File: config.mk
export PLATFORM = sky130hd
export DESIGN_NAME = calc_mc_flat
export DESIGN_NICKNAME = d
export VERILOG_FILES = /design/src/rtl/calc_mc_if.sv /design/src/rtl/calc_mc.sv /design/src/flat_wrapper.sv
export SDC_FILE = /design/constraint.sdc
export NUM_CORES = 1
export LEC_CHECK = 0
export CORE_ASPECT_RATIO = 0.75
export CORE_MARGIN = 4
export CORE_UTILIZATION = 62
export CTS_BUF_LIST = sky130_fd_sc_hd__clkbuf_4 sky130_fd_sc_hd__clkbuf_8 sky130_fd_sc_hd__clkbuf_16
export DETAILED_ROUTE_END_ITERATION = 6
export PLACE_DENSITY = 0.92
export REMOVE_ABC_BUFFERS = 1
export SLEW_MARGIN = 20
export SYNTH_ARGS = -nofsm -noshare
export SYNTH_HDL_FRONTEND = slang
export SYNTH_SLANG_ARGS = --single-unit
File: constraint.sdc
create_clock -name clk -period 4.95 [get_ports clk]
set_input_delay 0.99 -clock clk [delete_from_list [all_inputs] [get_ports clk]]
set_output_delay 0.99 -clock clk [all_outputs]
set_load 0.05 [all_outputs]
File: src/rtl/calc_mc_if.sv
// Request/response bundle for the calc_mc arithmetic unit.
// The master drives requests and out_ready; the slave returns results and flags.
interface calc_mc_if #(
  parameter int WIDTH = 16,
  parameter int SHW   = $clog2(WIDTH)
);
  logic             in_valid;
  logic             in_ready;
  logic [3:0]       op;
  logic [WIDTH-1:0] a;
  logic [WIDTH-1:0] b;
  logic [SHW-1:0]   shamt;
  logic             out_valid;
  logic             out_ready;
  logic [WIDTH-1:0] result;
  logic [3:0]       code;
  logic [3:0]       flags;

  modport master (
    output in_valid, op, a, b, shamt, out_ready,
    input  in_ready, out_valid, result, code, flags
  );

  modport slave (
    input  in_valid, op, a, b, shamt, out_ready,
    output in_ready, out_valid, result, code, flags
  );
endinterface

File: src/rtl/calc_mc.sv
// Multi-cycle ALU: single-cycle logic/arith/shift ops, WIDTH-cycle shift-add multiply,
// valid/ready result handshake and a persistent {S,Z,C,V} flag register.
module calc_mc #(
  parameter int WIDTH = 16,
  parameter int SHW   = $clog2(WIDTH)
) (
  input logic      clk,
  input logic      rst,
  calc_mc_if.slave bus
);

  localparam logic [3:0] OP_MUL = 4'd6;

  typedef enum logic [1:0] {IDLE, MUL, HOLD} state_t;

  typedef struct packed {
    logic [WIDTH-1:0] res;
    logic [3:0]       code;
    logic             ld;
  } alu_t;

  function automatic alu_t alu(input logic [3:0] op_i, input logic [WIDTH-1:0] a_i,
                               input logic [WIDTH-1:0] b_i, input logic [SHW-1:0] sh_i);
    alu_t         r;
    logic [WIDTH:0] x;
    logic         c;
    logic         v;
    int           n;
    r = '0;
    x = '0;
    c = 1'b0;
    v = 1'b0;
    n = int'(sh_i);
    r.ld = 1'b1;
    case (op_i)
      4'd0: begin
        x = {1'b0, a_i} + {1'b0, b_i};
        r.res = x[WIDTH-1:0];
        c = x[WIDTH];
        v = (a_i[WIDTH-1] == b_i[WIDTH-1]) && (x[WIDTH-1] != a_i[WIDTH-1]);
      end
      4'd1, 4'd5: begin
        x = {1'b0, b_i} - {1'b0, a_i};
        r.res = x[WIDTH-1:0];
        c = x[WIDTH];
        v = (a_i[WIDTH-1] != b_i[WIDTH-1]) && (x[WIDTH-1] != b_i[WIDTH-1]);
      end
      4'd2:  r.res = a_i & b_i;
      4'd3:  r.res = a_i | b_i;
      4'd4:  r.res = a_i ^ b_i;
      4'd8: begin
        r.res = b_i << sh_i;
        if (n != 0) c = b_i[WIDTH-n];
      end
      4'd9: begin
        // Rotate left; the n==0 guard avoids a full-width right shift term
        if (n != 0) r.res = (b_i << sh_i) | (b_i >> (WIDTH - n));
        else        r.res = b_i;
      end
      4'd10: begin
        r.res = b_i >> sh_i;
        if (n != 0) c = b_i[n-1];
      end
      4'd11: begin
        r.res = WIDTH'($signed(b_i) >>> sh_i);
        if (n != 0) c = b_i[n-1];
      end
      4'd12: r.res = b_i;
      4'd13: begin
        r.res = a_i;
        r.ld  = 1'b0;
      end
      default: r.ld = 1'b0;
    endcase
    if (r.ld) r.code = {r.res[WIDTH-1], (r.res == '0), c, v};
    return r;
  endfunction

  state_t               state, state_n;
  logic                 accept;
  logic                 last;
  alu_t                 alu_r;
  logic [2*WIDTH-1:0]   acc_p0, mcand_p0, acc_n;
  logic [WIDTH-1:0]     mplier_p0;
  logic [SHW-1:0]       cnt_p0;
  logic [3:0]           mul_code;
  logic [WIDTH-1:0]     result_p1;
  logic [3:0]           code_p1;
  logic [3:0]           flags_p1;
  logic                 vld_p1;

  // Output stalls are handled in IDLE through in_ready, so a request can be
  // accepted on the same cycle the consumer releases the held result.
  assign bus.in_ready  = !rst && (state == IDLE) && (!vld_p1 || bus.out_ready);
  assign bus.out_valid = vld_p1;
  assign bus.result    = result_p1;
  assign bus.code      = code_p1;
  assign bus.flags     = flags_p1;

  assign accept = bus.in_valid && bus.in_ready;
  assign last   = (cnt_p0 == SHW'(WIDTH - 1));

  always_comb begin
    alu_r    = alu(bus.op, bus.a, bus.b, bus.shamt);
    acc_n    = mplier_p0[0] ? (acc_p0 + mcand_p0) : acc_p0;
    mul_code = {acc_n[WIDTH-1], (acc_n[WIDTH-1:0] == '0), (|acc_n[2*WIDTH-1:WIDTH]), 1'b0};
  end

  always_comb begin
    state_n = state;
    case (state)
      IDLE:    if (accept && (bus.op == OP_MUL)) state_n = MUL;
      MUL:     if (last) state_n = IDLE;
      default: state_n = IDLE;
    endcase
  end

  // Stage p0: multiply iterations; stage p1: registered result/code/flags
  always_ff @(posedge clk) begin
    if (rst) begin
      state     <= IDLE;
      vld_p1    <= 1'b0;
      result_p1 <= '0;
      code_p1   <= '0;
      flags_p1  <= '0;
      acc_p0    <= '0;
      mcand_p0  <= '0;
      mplier_p0 <= '0;
      cnt_p0    <= '0;
    end else begin
      state <= state_n;
      if (bus.out_ready) vld_p1 <= 1'b0;
      if (accept) begin
        if (bus.op == OP_MUL) begin
          acc_p0    <= '0;
          mcand_p0  <= {{WIDTH{1'b0}}, bus.a};
          mplier_p0 <= bus.b;
          cnt_p0    <= '0;
        end else begin
          result_p1 <= alu_r.res;
          code_p1   <= alu_r.code;
          vld_p1    <= 1'b1;
          if (alu_r.ld) flags_p1 <= alu_r.code;
        end
      end
      if (state == MUL) begin
        acc_p0    <= acc_n;
        mcand_p0  <= mcand_p0 << 1;
        mplier_p0 <= mplier_p0 >> 1;
        cnt_p0    <= cnt_p0 + 1'b1;
        if (last) begin
          result_p1 <= acc_n[WIDTH-1:0];
          code_p1   <= mul_code;
          flags_p1  <= mul_code;
          vld_p1    <= 1'b1;
        end
      end
    end
  end

endmodule
File: src/flat_wrapper.sv
// flat-port wrapper written by rule: the top's interface ports become plain ports
module calc_mc_flat 
#(
  parameter int WIDTH = 16,
  parameter int SHW   = $clog2(WIDTH)
)
  (clk, rst, bus_in_valid, bus_op, bus_a, bus_b, bus_shamt, bus_out_ready, bus_in_ready, bus_out_valid, bus_result, bus_code, bus_flags);
  calc_mc_if #(.WIDTH(WIDTH), .SHW(SHW)) bus_i ();
  input logic clk;
  input logic rst;
  input wire logic [$bits(bus_i.in_valid)-1:0] bus_in_valid;
  input wire logic [$bits(bus_i.op)-1:0] bus_op;
  input wire logic [$bits(bus_i.a)-1:0] bus_a;
  input wire logic [$bits(bus_i.b)-1:0] bus_b;
  input wire logic [$bits(bus_i.shamt)-1:0] bus_shamt;
  input wire logic [$bits(bus_i.out_ready)-1:0] bus_out_ready;
  output wire logic [$bits(bus_i.in_ready)-1:0] bus_in_ready;
  output wire logic [$bits(bus_i.out_valid)-1:0] bus_out_valid;
  output wire logic [$bits(bus_i.result)-1:0] bus_result;
  output wire logic [$bits(bus_i.code)-1:0] bus_code;
  output wire logic [$bits(bus_i.flags)-1:0] bus_flags;
  assign bus_i.in_valid = bus_in_valid;
  assign bus_i.op = bus_op;
  assign bus_i.a = bus_a;
  assign bus_i.b = bus_b;
  assign bus_i.shamt = bus_shamt;
  assign bus_i.out_ready = bus_out_ready;
  assign bus_in_ready = bus_i.in_ready;
  assign bus_out_valid = bus_i.out_valid;
  assign bus_result = bus_i.result;
  assign bus_code = bus_i.code;
  assign bus_flags = bus_i.flags;
  calc_mc #(.WIDTH(WIDTH), .SHW(SHW)) u_core (.clk(clk), .rst(rst), .bus(bus_i));
endmodule
== After elaboration in Yosys (flattened, before gate mapping) ==
Index checks and enable logic that the tools add are counted.

* Register bits after elaboration: 111
* Input bits: 44
* Logic and storage cells: 119

* Multiplexer cells: 48
* Bitwise logic cells: 4
* Magnitude comparators: 2
* Equality and inequality tests: 20
* Shift-type cells: 4
* Add/subtract/negate cells: 6
* Reduce and logical (&&, ||, !) cells: 24

{| class="wikitable"
|+ Operator list
! kind !! count
|-
| 32-bit two-way mux || 7
|-
| 16-bit one-hot mux with 11 select lines || 1
|-
| 16-bit two-way mux || 5
|-
| 32-bit by 6-bit less-than comparator with 1-bit output, second input constant || 2
|-
| 4-bit two-way mux || 13
|-
| 15-bit two-way mux || 3
|-
| 32-bit adder || 1
|-
| 16-bit logical NOT || 2
|-
| 16-bit OR || 2
|-
| 16-bit by 32-bit >> shifter with 16-bit output || 1
|-
| 4-bit equality test, second input constant || 7
|-
| 16-bit by 16-bit adder with 17-bit output || 1
|-
| 16-bit by 16-bit subtractor with 17-bit output || 1
|-
| 16-bit AND || 1
|-
| 16-bit OR reduction || 1
|-
| 16-bit by 4-bit << shifter with 16-bit output || 1
|-
| 16-bit by 4-bit >> shifter with 16-bit output || 1
|-
| 16-bit by 4-bit >>> shifter with 16-bit output || 1
|-
| 16-bit bitwise XOR || 1
|-
| 4-bit by 3-bit equality test with 1-bit output, second input constant || 3
|-
| 1-bit two-way mux || 12
|-
| 11-bit OR reduction || 1
|-
| 1-bit binary-select mux with 4-bit select || 2
|-
| 4-bit by 2-bit equality test with 1-bit output, second input constant || 2
|-
| 22 further kinds || 36
|}

== Longest topological paths before layout ==
Gate-level depths: netlist of the first run.

* Depth after elaboration: 12
* Gate-level depth with buffers: 17
* Gate-level depth less buffers: 14

== Worst setup path after synthesis of the first run ==
No wires, ideal clock.

* Path kind: input-to-reg
* Start point: input bus_shamt[1]
* End point: register u_core.code_p1[2] (netlist: u_core.bus.code[2])
* Required time: 4.880 ns
* Buffers on the path: 5
* Slack: 0.492 ns
* Stages: 17
* Arrival: 4.388 ns
* Library setup time: 0.070 ns
* Path through: buf_2 buf_2 buf_1 inv_1 ha_1 clkbuf_1 buf_2 mux4_2 o211a_1 a211oi_1 o2111ai_1 a311oi_1 nand4b_1 nor4_1 and4_1 nand4b_1 a21oi_1

* Longest elaborated chain between the ends: 11
* Elaborated cells on any way between the ends: 15
* Those cells by class: add/sub (1); shift (4); mux (7); bitwise (1); reduce/logical (2)

{| class="wikitable"
|+ RTL lines
! element !! RTL line !! RTL
|-
| start, declared || flat_wrapper.sv:15 || <nowiki>input wire logic [$bits(bus_i.shamt)-1:0] bus_shamt;</nowiki>
|-
| 5-bit by 4-bit subtractor with 6-bit output || calc_mc.sv:57 || <nowiki>if (n != 0) r.res = (b_i << sh_i) | (b_i >> (WIDTH - n));</nowiki>
|-
| 16-bit by 32-bit >> shifter with 16-bit output || calc_mc.sv:57 ||
|-
| 16-bit OR || calc_mc.sv:57 ||
|-
| 16-bit two-way mux || calc_mc.sv:57 ||
|-
| 16-bit one-hot mux with 11 select lines (*) || calc_mc.sv:35 || <nowiki>case (op_i)</nowiki>
|-
| 16-bit logical NOT (*) || calc_mc.sv:75 || <nowiki>if (r.ld) r.code = {r.res[WIDTH-1], (r.res == '0), c, v};</nowiki>
|-
| 4-bit two-way mux (*) || calc_mc.sv:75 ||
|-
| 4-bit two-way mux (*) || calc_mc.sv:134 || <nowiki>if (bus.op == OP_MUL) begin</nowiki>
|-
| 4-bit two-way mux (*) || calc_mc.sv:133 || <nowiki>if (accept) begin</nowiki>
|-
| 4-bit two-way mux || calc_mc.sv:151 || <nowiki>if (last) begin</nowiki>
|-
| 4-bit two-way mux (*) || calc_mc.sv:146 || <nowiki>if (state == MUL) begin</nowiki>
|-
| end signal, assigned || calc_mc.sv:141 || <nowiki>code_p1 <= alu_r.code;</nowiki>
|-
| end signal, assigned || calc_mc.sv:153 || <nowiki>code_p1 <= mul_code;</nowiki>
|-
| end, declared || calc_mc.sv:88 || <nowiki>logic [3:0] code_p1;</nowiki>
|}

Every way passes the cells marked *; elsewhere a longest branch is shown, timed or not.
A chain may end at the register's enable or synchronous reset.

== Worst setup path after layout of the first run ==
* Start point: input bus_a[1]
* End point: register u_core.flags_p1[2] (netlist: u_core.bus.flags[2])

* Longest elaborated chain between the ends: 9
* Elaborated cells on any way between the ends: 13
* Those cells by class: add/sub (2); mux (7); bitwise (3); reduce/logical (1)

{| class="wikitable"
|+ RTL lines
! element !! RTL line !! RTL
|-
| start, declared || flat_wrapper.sv:13 || <nowiki>input wire logic [$bits(bus_i.a)-1:0] bus_a;</nowiki>
|-
| 16-bit by 16-bit subtractor with 17-bit output, or another cell as far along || calc_mc.sv:43 || <nowiki>x = {1'b0, b_i} - {1'b0, a_i};</nowiki>
|-
| 16-bit one-hot mux with 11 select lines (*) || calc_mc.sv:35 ||
|-
| 16-bit logical NOT (*) || calc_mc.sv:75 ||
|-
| 4-bit two-way mux (*) || calc_mc.sv:75 ||
|-
| 4-bit two-way mux (*) || calc_mc.sv:143 || <nowiki>if (alu_r.ld) flags_p1 <= alu_r.code;</nowiki>
|-
| 4-bit two-way mux (*) || calc_mc.sv:134 ||
|-
| 4-bit two-way mux (*) || calc_mc.sv:133 ||
|-
| 4-bit two-way mux || calc_mc.sv:151 ||
|-
| 4-bit two-way mux (*) || calc_mc.sv:146 ||
|-
| end signal, assigned || calc_mc.sv:143 ||
|-
| end signal, assigned || calc_mc.sv:154 || <nowiki>flags_p1 <= mul_code;</nowiki>
|-
| end, declared || calc_mc.sv:89 || <nowiki>logic [3:0] flags_p1;</nowiki>
|}

Marked as above.

==> metrics.csv, run 1 <==
metric,value,unit
status,finished with violations,
violations,DRC,
nNetsFinal,1766,
hp-class,register to register,
setup_slack,0.241,ns
power.total,2.58,mW
grt_antenna_before_repair,3,
pwr-share-clk,28.1,%
yosys_register_bits,110,
dpl_worst_slack,0.118,ns
tns,0,ns
grtUsageTotal,42.6,%
h-tree-depth,3,
wl_met3,8780,um
final_antenna_net_count,0,
synth-main-ff-cell,dfxtp_1,
min_period,4.71,ns
drt_iter0_drc,2698,
drv_slew,0,
layout_commonest_cell,a21oi_1,
cts_hold_buffers,0,
io_buffer_count,69,
synth_cells,1624,
ys_async_sr_fraction,0,%
route.met2.wl,18700,um
endpoint_kind,register,
p_sw,0.966,mW
cap_violations,0,
min_period_over_period,95.1,%
tightest_slew,1.00,ns
gp_congestion,1.18,
start_util,63.1,%
cts_buffers,9,
grt_pass1_wl,73400,um
p_int,1.61,mW
insertion_delay,0.36,ns
synth_top_family_by_area,compound AO/OA/AOI/OAI gates,
rsz0062_at_grt,false,
drcViolationCount,67,
rows,44,
die_h,130,um
leakagePower,5.32,nW
dieArea,22100,um^2
seq_power_share,35.3,%
boundaryPins,70,
switching_share,37.5,%
crit_fanout,4,
viasPerCell,7.44,
cts_sinks,110,
netlist_area,12200,um^2
path_clk_slew,0.08,ns
firstDrtPassIters,7,
clock_skew,0.0143,ns
wl_per_cell,25.9,um
fp.dieW,170,um
muxShareOfSynthArea,12.4,%
routed_wl,49100,um
syn_to_final_growth,10.9,%
max_slew_margin,33.1,%
clk_path_buf_depth,2,
max_freq,0.212,GHz
num_antenna_cells,0,
grt_pass1_vias,12400,
synthAdderAreaFrac,8.78,%
wl_met1,20100,um
p_comb_share,36.6,%
cp.arrival,4.99,ns
grt-ovfl-total,0,
grt_max_degree,81,
fin_cells,1896,
synth_xor_area_share,2.44,%
final_core_util,70.0,%
ys_seq_area_share,18.0,%
drive_gt1_share,11.9,%
synth_compound_area_share,29.5,%
crit_required,5.23,ns
final_cell_mix,"a21oi_1 (189), nand2_1 (154), nor2_1 (139), dfxtp_1 (108), ha_1 (81)",
dpl.cell_count,1880,
syn_area_per_cell,7.53,um^2
synth_enable_flop_cells,0,
vdd_drop_max,0.195,mV
startpoint_type,input port,
vias,14100,
yosys_warnings,0,
cts_root_buf,clkbuf_16,
synth_simple_gate_area_share,22.1,%
hpwl,36900,um
ys_types,92,
highest_layer,met5,
core_area,19400,um^2
crit_type,input port to register,
p_per_area,190,nW/um^2
ctsResizeCount,0,
finalSetupViolCount,0,
post_cts_buffers,0,
finalHoldViolations,0,
cts_tree,built,
-- cells by family after synthesis --
family                   count (synthesis)
AND/OR/NAND/NOR                        550
AO/OA/AOI/OAI                          547
buffers and inverters                  204
flip-flops                             110
multiplexers                            95
adder cells (fa/ha/maj)                 84
XOR/XNOR                                34
-- final cells by class --
cell class                 count  area, um^2
inverter                      57         214
fill                        1609        5810
clock buffer                  10         233
sequential                   110        2200
timing repair buffer         150        1330
tap                          253         317
clock inverter                 6        53.8
multi-input combinational   1310        9220
-- final timing paths --
check | slack, ns | cells past startpoint | endpoint | startpoint
max | 0.24 | 13 | u_core.bus.flags[2]$_SDFF_PP0_ | bus_a[1]
min | 0.46 | 2 | u_core.mplier_p0[7]$_SDFFE_PP0P_ | u_core.mplier_p0[7]$_SDFFE_PP0P_
max reg2reg | 0.76 | 11 | u_core.bus.code[1]$_SDFF_PP0_ | u_core.mcand_p0[2]$_SDFFE_PP0P_
min reg2reg | 0.46 | 2 | u_core.mplier_p0[7]$_SDFFE_PP0P_ | u_core.mplier_p0[7]$_SDFFE_PP0P_
-- synth_stat cells (20+ instances only) --
cell type	instances	area share, %
a211oi_1	24	1.5
a21oi_1	189	7.7
a22oi_1	43	2.6
a31oi_1	22	1.1
and3_1	32	1.6
clkbuf_1	114	3.5
dfxtp_1	110	18
ha_1	81	8.3
inv_1	57	1.7
mux2_2	23	2.1
mux2i_1	30	2.5
mux4_2	39	7.2
nand2_1	154	4.7
nand3_1	45	1.8
nor2_1	143	4.4
nor3_1	37	1.5
o211ai_1	27	1.7
o21ai_0	67	2.7
xnor2_1	20	1.4
-- flip-flops by register name, summed over array words and instances (netlist names) --
signal	flops
u_core.bus.out_valid	1
u_core.bus.result	16
u_core.bus.flags	4
u_core.mplier_p0	16
u_core.bus.code	4
u_core.cnt_p0	4
u_core.acc_p0	32
u_core.mcand_p0	32
u_core.state	1
-- power by group through the flow --
stage	Clock, mW	Combinational, mW	Sequential, mW
3_5_place_dp	0	0.886	0.930
2_1_floorplan	0	0.450	0.969
4_1_cts	0.722	0.890	0.909
3_3_place_gp	0	0.880	0.930
5_1_grt	0.763	0.974	0.911
6_report	0.723	0.944	0.910
-- layer usage --
metal	vias up	global-route usage, %
li1	6117	-
met1	6639	62.4
met2	1190	56.4
met3	157	20.4
met4	8	8.40
met5	-	3.48
-- critical path, stage by stage --
cell             delay, ns
clkdlybuf4s50_1       0.54
inv_1                 0.14
ha_1                  0.34
a211oi_1              0.40
o21bai_1              0.14
a21o_1                0.23
a221o_1               0.36
a2111oi_1             0.56
nand4b_1              0.17
nor4_1                0.53
and4_1                0.28
nand4b_1              0.13
a21oi_1               0.17
-- through the flow --
| stage | hold WS, ns | cell area (um^2) |
|---|---|---|
| final | 0.462 | 13600 |
| after CTS | 0.457 | 13600 |
| after detailed placement | 0.447 | 13300 |
| after global routing | 0.481 | 13600 |
| after floorplan | 0.431 | 11600 |
| after global placement | 0.443 | 13300 |
No activity file was read; power rests on OpenSTA's default activity.
==> run 2: changes to the inputs <==
--- a/config.mk
+++ b/config.mk
@@ -11,6 +11,7 @@
 export CTS_BUF_LIST = sky130_fd_sc_hd__clkbuf_4 sky130_fd_sc_hd__clkbuf_8 sky130_fd_sc_hd__clkbuf_16
 export DETAILED_ROUTE_END_ITERATION = 6
 export PLACE_DENSITY = 0.92
+export RECOVER_POWER = 25
 export REMOVE_ABC_BUFFERS = 1
 export SLEW_MARGIN = 20
 export SYNTH_ARGS = -nofsm -noshare
==> run 2 against run 1 <==
Effect of this change:
- the run ends with DRC, capacitance limit, slew limit left
- sequential power about the same
- maximum frequency decreased by 3.0%
- first-iteration DRC count increased by 3.0%
==> metrics.csv, run 2 (synthesized netlist as in run 1, its figures left out) <==
metric,value,unit
wl_per_cell,25.8,um
cts_sinks,110,
drv_slew,35,
dpl-instance-area,13300,um^2
ctsResizeCount,0,
post_cts_buffers,0,
grt_pass1_wl,73400,um
cts_tree,built,
gp_congestion,1.18,
cp_cell_sequence,"clkbuf_1, nor2_1, buf_4, and4b_1, nor4_1, nand3_1, nor4_1, nand4_1, nor4_1, and4_1, nand4b_1, a21oi_1",
cts_buffers,9,
boundaryPins,70,
cp_top_family,simple AND/OR/NAND/NOR gates,
layout_commonest_cell,a21oi_1,
fillers,1615,
path_buf_inv,2,
cp.arrival,5.13,ns
cts_hold_buffers,0,
dpl.cell_count,1880,
seq_power_share,35.4,%
hold_ws,0.460,ns
grt.busiest_layer,met1,
fp.dieW,170,um
status,finished with violations,
finalHoldViolations,0,
p_sw,0.963,mW
cts_root_buf,clkbuf_16,
p_per_area,190,nW/um^2
grtUsageTotal,42.6,%
pwr-share-clk,28.1,%
critPathSlowestCell,clkbuf_1,
min_path_cells,2,
drcViolationCount,99,
path_clk_slew,0.07,ns
tns,0,ns
grtUsageMet1,62.4,%
grt_max_degree,81,
rows,44,
p_comb_share,36.5,%
max_freq,0.206,GHz
insertion_delay,0.36,ns
core_area,19400,um^2
ff2ff_path_depth,11,
nNetsFinal,1766,
setup_slack,0.0933,ns
final_core_util,69.9,%
die_h,130,um
final_antenna_net_count,0,
violations,"DRC, capacitance limit, slew limit",
clk_path_buf_depth,2,
min_period,4.86,ns
final_cell_mix,"a21oi_1 (189), nand2_1 (154), nor2_1 (140), dfxtp_1 (108), ha_1 (81)",
crit_required,5.23,ns
endpoint_kind,register,
vias,14100,
global_route.usage.met2,56.4,%
rsz0062_at_grt,false,
num_antenna_cells,0,
startpoint_type,input port,
max_slew_margin,-31.7,%
drive_gt1_share,11.6,%
grt_pass1_vias,12400,
dieArea,22100,um^2
drt_iter0_drc,2779,
hp-class,register to register,
grt_use_met3,20.4,%
grt-ovfl-total,0,
cap_violations,1,
viasPerCell,7.41,
start_util,63.1,%
h-tree-depth,3,
routed_wl,48900,um
critical_path_cell_count,12,
hpwl,36900,um
crit_type,input port to register,
grt_antenna_before_repair,3,
leakagePower,5.38,nW
io_buffer_count,69,
firstDrtPassIters,7,
fin_area,13600,um^2
crit_path_max_incr_delay,1.01,ns
p_int,1.61,mW
dpl_worst_slack,0.118,ns
tightest_slew,1.98,ns
switching_share,37.5,%
path_common_cell,nor4_1,
finalSetupViolCount,0,
min_period_over_period,98.1,%
largestRegisters,"u_core.acc_p0 (32), u_core.mcand_p0 (32)",
clock_skew,0.0146,ns
power.total,2.57,mW
crit_fanout,27,
vdd_drop_max,0.197,mV
fin_cells,1896,
syn_to_final_growth,10.8,%
-- run 2: cell types whose count changed in the layout (fill, tap and decap cells not counted), moves of 3 or more --
cell             previous run  this run
clkdlybuf4s50_1            65        39
dlygate4sd3_1               0        26
clkbuf_1                    0         3
buf_4                      78        75
-- run 2: power groups by stage --
| stage | sequential [mW] | clock [mW] | combinational [mW] |
|---|---|---|---|
| floorplan | 0.969 | 0 | 0.450 |
| detailed placement | 0.930 | 0 | 0.886 |
| finish | 0.909 | 0.721 | 0.939 |
| global route | 0.910 | 0.763 | 0.969 |
| CTS | 0.909 | 0.722 | 0.890 |
| global placement | 0.930 | 0 | 0.880 |
-- run 2: layer usage --
| layer | share of wire [%] | vias to the layer above |
|---|---|---|
| li1 | - | 6112 |
| met1 | 41 | 6559 |
| met2 | 38 | 1226 |
| met3 | 18 | 151 |
| met4 | 2.9 | 8 |
| met5 | 0.30 | - |
-- run 2: area by class of cell --
class | count | area (um^2) | area share, %
Multi-Input combinational cell | 1310 | 9210 | 68.0
Tap cell | 253 | 317 | 2.34
Timing Repair Buffer | 150 | 1320 | 9.74
Clock inverter | 6 | 53.8 | 0.397
Sequential cell | 110 | 2200 | 16.3
Inverter | 57 | 214 | 1.58
Clock buffer | 10 | 233 | 1.72
-- run 2: final timing paths --
| check | to | slack (ns) | start |
|---|---|---|---|
| setup reg to reg | u_core.bus.code[1]$_SDFF_PP0_ | 0.77 | u_core.mcand_p0[2]$_SDFFE_PP0P_ |
| hold reg to reg | u_core.mplier_p0[14]$_SDFFE_PP0P_ | 0.46 | u_core.mplier_p0[14]$_SDFFE_PP0P_ |
| hold / removal | u_core.mplier_p0[14]$_SDFFE_PP0P_ | 0.46 | u_core.mplier_p0[14]$_SDFFE_PP0P_ |
| setup / recovery | u_core.bus.flags[2]$_SDFF_PP0_ | 0.09 | bus_op[0] |
-- run 2: tightest hold or removal path: stages, from the launching register on --
cell and delay (ns):
dfxtp_1 0.31, nand2_1 0.05, a21oi_1 0.05
